[src/rtl/chunked_add_sequencer.sv]
// Multi-cycle WIDTH-bit adder: one CHUNK-bit ripple slice per cycle, LSB slice first,
// valid/ready on both sides. Define ADD_SEQ_OVF_EN to add the signed-overflow output ovf.
module chunked_add_sequencer #(
  parameter int WIDTH   = 64,
  parameter int CHUNK   = 16,
  parameter int USE_AOI = 0
) (
  input  logic             clk,
  input  logic             rst_n,
  input  logic             in_valid,
  output logic             in_ready,
  input  logic [WIDTH-1:0] in1,
  input  logic [WIDTH-1:0] in2,
  input  logic             ci,
  output logic             out_valid,
  input  logic             out_ready,
  output logic [WIDTH-1:0] sum,
  output logic             co
`ifdef ADD_SEQ_OVF_EN
  ,output logic            ovf
`endif
);

  localparam int NCHUNK = WIDTH / CHUNK;
  localparam int IDXW   = (NCHUNK > 1) ? $clog2(NCHUNK) : 1;
  localparam logic [IDXW-1:0] LAST = IDXW'(NCHUNK - 1);

  if ((CHUNK < 1) || (WIDTH % CHUNK != 0)) begin : g_bad_cfg
    $error("chunked_add_sequencer: WIDTH must be a positive multiple of CHUNK");
  end

  typedef enum logic [1:0] {IDLE, RUN, DONE} state_t;

  state_t            state_q, state_d;
  logic [WIDTH-1:0]  a_q, a_d, b_q, b_d, sum_q, sum_d;
  logic [IDXW-1:0]   idx_q, idx_d;
  logic              cy_q, cy_d, co_q, co_d;
`ifdef ADD_SEQ_OVF_EN
  logic              ovf_q, ovf_d;
`endif

  logic [CHUNK-1:0]  slc_a, slc_b, slc_sum;
  logic [CHUNK:0]    slc_c;

  // Operand slice select by index; only the live slice feeds the carry chain.
  always_comb begin
    slc_a = '0;
    slc_b = '0;
    for (int i = 0; i < NCHUNK; i++) begin
      if (idx_q == IDXW'(i)) begin
        slc_a = a_q[i*CHUNK +: CHUNK];
        slc_b = b_q[i*CHUNK +: CHUNK];
      end
    end
  end

  // CHUNK-bit ripple-carry slice; USE_AOI picks the and-or-invert carry cell.
  assign slc_c[0] = cy_q;
  for (genvar i = 0; i < CHUNK; i++) begin : g_fa
    logic p;
    assign p          = slc_a[i] ^ slc_b[i];
    assign slc_sum[i] = p ^ slc_c[i];
    if (USE_AOI != 0) begin : g_aoi
      assign slc_c[i+1] = ~(~(slc_a[i] & slc_b[i]) & ~(slc_c[i] & (slc_a[i] | slc_b[i])));
    end else begin : g_std
      assign slc_c[i+1] = (slc_a[i] & slc_b[i]) | (slc_c[i] & p);
    end
  end

  always_comb begin
    state_d = state_q;
    a_d     = a_q;
    b_d     = b_q;
    sum_d   = sum_q;
    idx_d   = idx_q;
    cy_d    = cy_q;
    co_d    = co_q;
`ifdef ADD_SEQ_OVF_EN
    ovf_d   = ovf_q;
`endif
    case (state_q)
      IDLE: begin
        if (in_valid) begin
          a_d     = in1;
          b_d     = in2;
          cy_d    = ci;
          idx_d   = '0;
          sum_d   = '0;
          state_d = RUN;
        end
      end
      RUN: begin
        for (int i = 0; i < NCHUNK; i++) begin
          if (idx_q == IDXW'(i)) sum_d[i*CHUNK +: CHUNK] = slc_sum;
        end
        cy_d  = slc_c[CHUNK];
        idx_d = idx_q + 1'b1;
        if (idx_q == LAST) begin
          co_d    = slc_c[CHUNK];
          idx_d   = '0;
          state_d = DONE;
`ifdef ADD_SEQ_OVF_EN
          ovf_d   = (a_q[WIDTH-1] == b_q[WIDTH-1]) && (slc_sum[CHUNK-1] != a_q[WIDTH-1]);
`endif
        end
      end
      DONE: begin
        if (out_ready) state_d = IDLE;
      end
      default: state_d = IDLE;
    endcase
  end

  always_ff @(posedge clk or negedge rst_n) begin
    if (!rst_n) begin
      state_q <= IDLE;
      a_q     <= '0;
      b_q     <= '0;
      sum_q   <= '0;
      idx_q   <= '0;
      cy_q    <= 1'b0;
      co_q    <= 1'b0;
`ifdef ADD_SEQ_OVF_EN
      ovf_q   <= 1'b0;
`endif
    end else begin
      state_q <= state_d;
      a_q     <= a_d;
      b_q     <= b_d;
      sum_q   <= sum_d;
      idx_q   <= idx_d;
      cy_q    <= cy_d;
      co_q    <= co_d;
`ifdef ADD_SEQ_OVF_EN
      ovf_q   <= ovf_d;
`endif
    end
  end

  // Handshake outputs are pure state decodes: no path from out_ready to in_ready.
  assign in_ready  = (state_q == IDLE);
  assign out_valid = (state_q == DONE);
  assign sum       = sum_q;
  assign co        = co_q;
`ifdef ADD_SEQ_OVF_EN
  assign ovf       = ovf_q;
`endif

endmodule
[config.mk]
export PLATFORM = sky130hd
export DESIGN_NAME = chunked_add_sequencer
export DESIGN_NICKNAME = d
export VERILOG_FILES = /design/src/rtl/chunked_add_sequencer.sv
export SDC_FILE = /design/constraint.sdc
export NUM_CORES = 1
export LEC_CHECK = 0
export CAP_MARGIN = 20
export CORE_MARGIN = 4
export CORE_UTILIZATION = 40
export CTS_BUF_LIST = sky130_fd_sc_hd__clkbuf_16
export DETAILED_ROUTE_END_ITERATION = 12
export GPL_TIMING_DRIVEN = 0
export PLACE_DENSITY = 0.71
export SYNTH_ARGS = -nofsm -noshare
export SYNTH_HDL_FRONTEND = slang
export SYNTH_SLANG_ARGS = --single-unit
[constraint.sdc]
create_clock -name clk -period 7.65 [get_ports clk]
set_input_delay 1.53 -clock clk [delete_from_list [all_inputs] [get_ports clk]]
set_output_delay 1.53 -clock clk [all_outputs]
set_load 0.02 [all_outputs]
; ---- After elaboration in Yosys (flattened, before gate mapping)
; Cells that the tools add are included.
[totals]
reg_bits = 198
[classes]
add_sub_neg = 1
muxes = 23
n_reduce_logical = 11
n_eq_ne = 11
n_bitwise = 80
[op_table]
columns = op, n
row1 = 2-to-1 mux 16 bit, 12
row2 = case mux 64 bit (2 select lines), 1
row3 = 2-to-1 mux 64 bit, 1
row4 = bitwise AND 1 bit, 32
row5 = XOR 1 bit, 32
row6 = bitwise OR 1 bit, 16
row7 = AND reduction 3 bit, 5
row8 = 2-to-1 mux 2 bit, 5
row9 = != test 2 bit (second input constant), 5
row10 = == test 2 bit (second input constant), 3
row11 = case mux 2 bit (3 select lines), 1
row12 = AND reduction 2 bit, 3
row13 = == test 2 x 1 -> 1 bit (second input constant), 2
row14 = logical NOT 2 bit, 2
row15 = case mux 2 bit (2 select lines), 1
row16 = adder 2 x 1 -> 2 bit (second input constant), 1
row17 = != test 2 x 1 -> 1 bit (second input constant), 1
row18 = case mux 1 bit (2 select lines), 1
row19 = nonzero test 2 bit, 1
row20 = 2-to-1 mux 1 bit, 1

; ---- Logic depth before layout (Yosys ltp)
[depth]
ltp_word = 39
depth_mapped = 26
mapped_depth_nobuf = 25

; ---- Worst setup path before layout
; Ideal clock, no wire load.
[synth_path]
path_type = register -> register
start = register idx_q[0]
end = register sum_q[31], in the netlist sum[31]
slack_ns = -0.775
t_arrival_ns = 8.339
path_stages_with_launch = 26
path_cell_list = dfrtp_1 > ha_1 > buf_2 > nor2_1 > clkbuf_1 > a31oi_1 > fa_1 > fa_1 > fa_1 > fa_1 > fa_1 > fa_1 > fa_1 > fa_1 > fa_1 > fa_1 > fa_1 > fa_1 > fa_1 > inv_1 > fa_1 > fa_1 > inv_1 > fa_1 > nand2b_1 > o211ai_1
[synth_between]
elab_chain_cells = 39
[synth_rtl]
columns = element, line_no
row1 = start: declaration, 36  ; logic [IDXW-1:0] idx_q, idx_d;
row2 = start signal: assignment, 131  ; idx_q <= idx_d;
row3 = logical NOT 2 bit, 50  ; if (idx_q == IDXW'(i)) begin
row4 = 2-to-1 mux 16 bit (4 in a row), 50
row5 = XOR 1 bit, 61  ; assign p = slc_a[i] ^ slc_b[i];
row6 = bitwise AND 1 bit, 66  ; assign slc_c[i+1] = (slc_a[i] & slc_b[i]) | (slc_c[i] & p);
row7 = bitwise OR 1 bit, 66
row8 = bitwise AND 1 bit, 66
row9 = bitwise OR 1 bit, 66
row10 = bitwise AND 1 bit, 66
row11 = [... 20 more ...], --
row12 = bitwise OR 1 bit, 66
row13 = bitwise AND 1 bit, 66
row14 = bitwise OR 1 bit, 66
row15 = bitwise AND 1 bit, 66
row16 = bitwise OR 1 bit, 66
row17 = XOR 1 bit, 62  ; assign slc_sum[i] = p ^ slc_c[i];
row18 = 2-to-1 mux 16 bit, 94  ; if (idx_q == IDXW'(i)) sum_d[i*CHUNK +: CHUNK] = slc_sum;
row19 = case mux 64 bit (2 select lines), 81  ; case (state_q)
row20 = end signal: assignment, 130  ; sum_q <= sum_d;
row21 = end: declaration, 35  ; logic [WIDTH-1:0] a_q, a_d, b_q, b_d, sum_q, sum_d;
; Several ways; a longest one is shown, not always the timed one. The select of a mux whose other input is x is not followed.
; A chain may end at the register's enable or synchronous reset.

; ---- Worst setup path after layout
[layout_path]
start = register idx_q[0]
end = register sum_q[63], in the netlist sum[63]
; The elaborated chain is that of the path after synthesis.

==> flow_summary.ini <==
[run_status]
status = finished clean

[synthesis]
ys_seq_area_share_pct = 51.28
syn_nets = 923
syn_avg_cell_area_um2 = 12.55
ys_warn_count = 0
syn_inst = 770
ys_ff_latch = 198
synth_area_um2 = 9662
synthDistinctLibCells = 35

[route]
route.vias.total = 7063
wirelength_mm = 28.30
ant_nets = 0
vias_per_cell = 5.295
drc = 0
drt_iter0_drc = 500
wl_per_cell_um = 21.21
drt_first_pass_iters = 5

[power]
power-per-cell-area_nw_per_um2 = 521.2
vdd_drop_max_uv = 232.1
p_leak_uw = 0.005436
power.total_uw = 6818

[worst_setup_path]
cp_top_family = adder cells
worst_path_largest_cell_delay_ns = 0.56
r2r_cells = 26
cpMostUsedCell = fa_2
cp-start-kind = register
r2r_slack_ns = 0.12
worst-path-buf-inv = 4
worstReg2RegStart = idx_q[0]
cp_slowest_cell = fa_2
cp.required_ns = 8.01
path_max_fanout = 5
reg2reg_to = sum[63]
crit_arrival_ns = 7.89
critPathKind = register to register
crit_path_end_kind = register

[global_routing]
gr-total-overflow = 0
grt_max_degree = 107
grt_antenna_before_repair = 0
first_global_vias = 7344
track_usage_pct = 20.90
grt_pass1_wl_mm = 42.42

[clocking]
clkTransAtPathRegs_ns = 0.08
clock_latency_ns = 0.44
htreeDepth = 4
numCtsBuffers = 17
clockBufferDepth = 2
cts.sinks = 198
cts_tree = done
clock-root-buffer = clkbuf_16

[timing]
worst_slack_ns = 0.1169
fin_skew_ns = 0.009041
period_share_pct = 98.47
finalCriticalPeriod_ns = 7.533
finalHoldViolCount = 0
maxSlewViolCount = 0
setup_violations = 0
relSlewSlack_pct = 45.66
worst-slew-pin-transition_ns = 0.8152
fmax_ghz = 0.1327
rsz0062_at_grt = true

[floorplanning]
rows = 56
dieArea_um2 = 26700
core_area_um2 = 23610
initial_core_util_pct = 40.92
die_x_um = 163.4
pin_count = 200
die_h_um = 163.4

[placement]
port_buffers = 199
place_area_um2 = 12130
place_ws_ns = -0.7719
place_congestion = 0.8346
dp_hpwl_mm = 20.90

[cells_and_area]
seqCellArea_um2 = 4957
layout.nets = 1155
finish.instance_area_um2 = 13080
multi_input_area_um2 = 4394
syn_to_final_growth_pct = 35.39
drive_gt1_share_pct = 24.43
fill_cells = 1963
diodes = 0

[hold_path]
hold_path.class = register to register
hold_depth = 1
hold_end = a_q[42]
worstHoldStart = a_q[42]

[run]
maxCapViolCount = 0
-- synthesized netlist by cell type (all sizes together) --
cell,n,area [µm²]
dfrtp,198,4955
nand2,166,623.1
mux2,129,1903
o211ai,60,450.4
buf,31,332.8
o22ai,27,168.9
clkbuf,26,97.59
a31oi,24,150.1
nand3b,24,180.2
nand2b,18,120.1
fa,16,320.3
inv,8,30.03
o311ai,8,70.07
nor2b,7,43.79
a21oi,4,20.02
a22oi,4,30.03
ha,4,50.05
o221ai,4,35.03
nor2,3,13.77
a221oi,1,8.760
a22o,1,8.760
nor3,1,5.000
nor3b,1,7.510
nor4b,1,8.760
o21ai,1,5.000
o21bai,1,7.510
o31ai,1,7.510
o32ai,1,8.760
-- metrics by stage --
step,hold slack (ns),std cells,util [%],TNS [ns]
CTS,0.5167,1324,54.76,0
global placement,0.4890,1288,51.25,-627.46
global route,0.5336,1334,55.40,-0.08086
detailed placement,0.4952,1289,51.39,-7.489
floorplan,0.4808,770,-,0
finish,0.5163,1334,55.40,0
-- layer usage --
| layer | vias to the layer above | track usage, % | part of all wire, % |
|---|---|---|---|
| met5 | - | 0 | 0 |
| met4 | 0 | 5.566 | 1.5 |
| met3 | 29 | 4.164 | 7.1 |
| met2 | 292 | 33.68 | 47 |
| met1 | 3543 | 29.09 | 44 |
| li1 | 3199 | - | - |
-- layout make-up --
cell class	instances	share of cell area, %
timing repair buffer	213	16.38
inverter	8	0.2487
buffer	57	4.189
clock inverter	15	1.387
sequential	198	37.90
multi-input combinational	507	33.59
tap	319	3.051
clock buffer	17	3.252
-- worst register-to-register path: cells and delay by family, from the launching register on --
kind | cells | cell delay (ns)
AND/OR/NAND/NOR | 2 | 0.25
flip-flops | 1 | 0.48
AO/OA/AOI/OAI | 3 | 0.36
adder cells (fa/ha/maj) | 17 | 5.96
buffers and inverters | 4 | 0.38
-- where the power goes --
group	internal [µW]	switching, µW	total (µW)	leakage (µW)
Sequential	1540	339	1880	0.00242
Clock	446	477	923	0.000294
Combinational	1850	2170	4020	0.00272
Total	3830	2980	6820	0.00544
-- what timing repair did --
action                                  CTS  global route
endpoints found under the setup margin   14             8
resized for setup                        44            14
buffers inserted                          3             8
hold buffers                              0             0
cloned                                    0             2
pin swaps                                14            14
-- cells by family after synthesis --
kind of cell,after synthesis,synth area share (%)
AO/OA/AOI/OAI,137,10.05
adder cells (fa/ha/maj),20,3.833
buffers and inverters,65,4.765
flip-flops,198,51.28
multiplexers,129,19.70
AND/OR/NAND/NOR,221,10.37
-- layout by cell type (no fill, tap or decap), types with 8 or more instances in the layout --
master           count
nand2b_1            15
buf_12              11
dfrtp_1            196
buf_4               11
clkbuf_16           19
o311ai_0             8
a31oi_1             23
nand2_1            165
nand3b_1            24
fa_2                15
clkdlybuf4s50_1    198
clkbuf_1            18
o22ai_1             25
mux2_4             120
mux2_2               9
o211ai_1            60
buf_2               11
-- worst max path at each step --
stage | depth (start not counted) | endpoint | from | slack (ns)
3_3_place_gp | 1 | b_q[34] | rst_n | -3.16
4_1_cts | 26 | sum[15] | idx_q[0] | 0.05
5_1_grt | 26 | sum[15] | idx_q[0] | -0.04
3_5_place_dp | 26 | sum[15] | idx_q[1] | -0.77
2_1_floorplan | 26 | sum[31] | idx_q[0] | 0.05
6_report | 26 | sum[63] | idx_q[0] | 0.12
-- state kept, by name (all words and copies together), names as in the netlist --
register	count
co	1
cy_q	1
sum	64
b_q	64
a_q	64
idx_q	2
state_q	2
No activity file was read; power rests on OpenSTA's default activity.
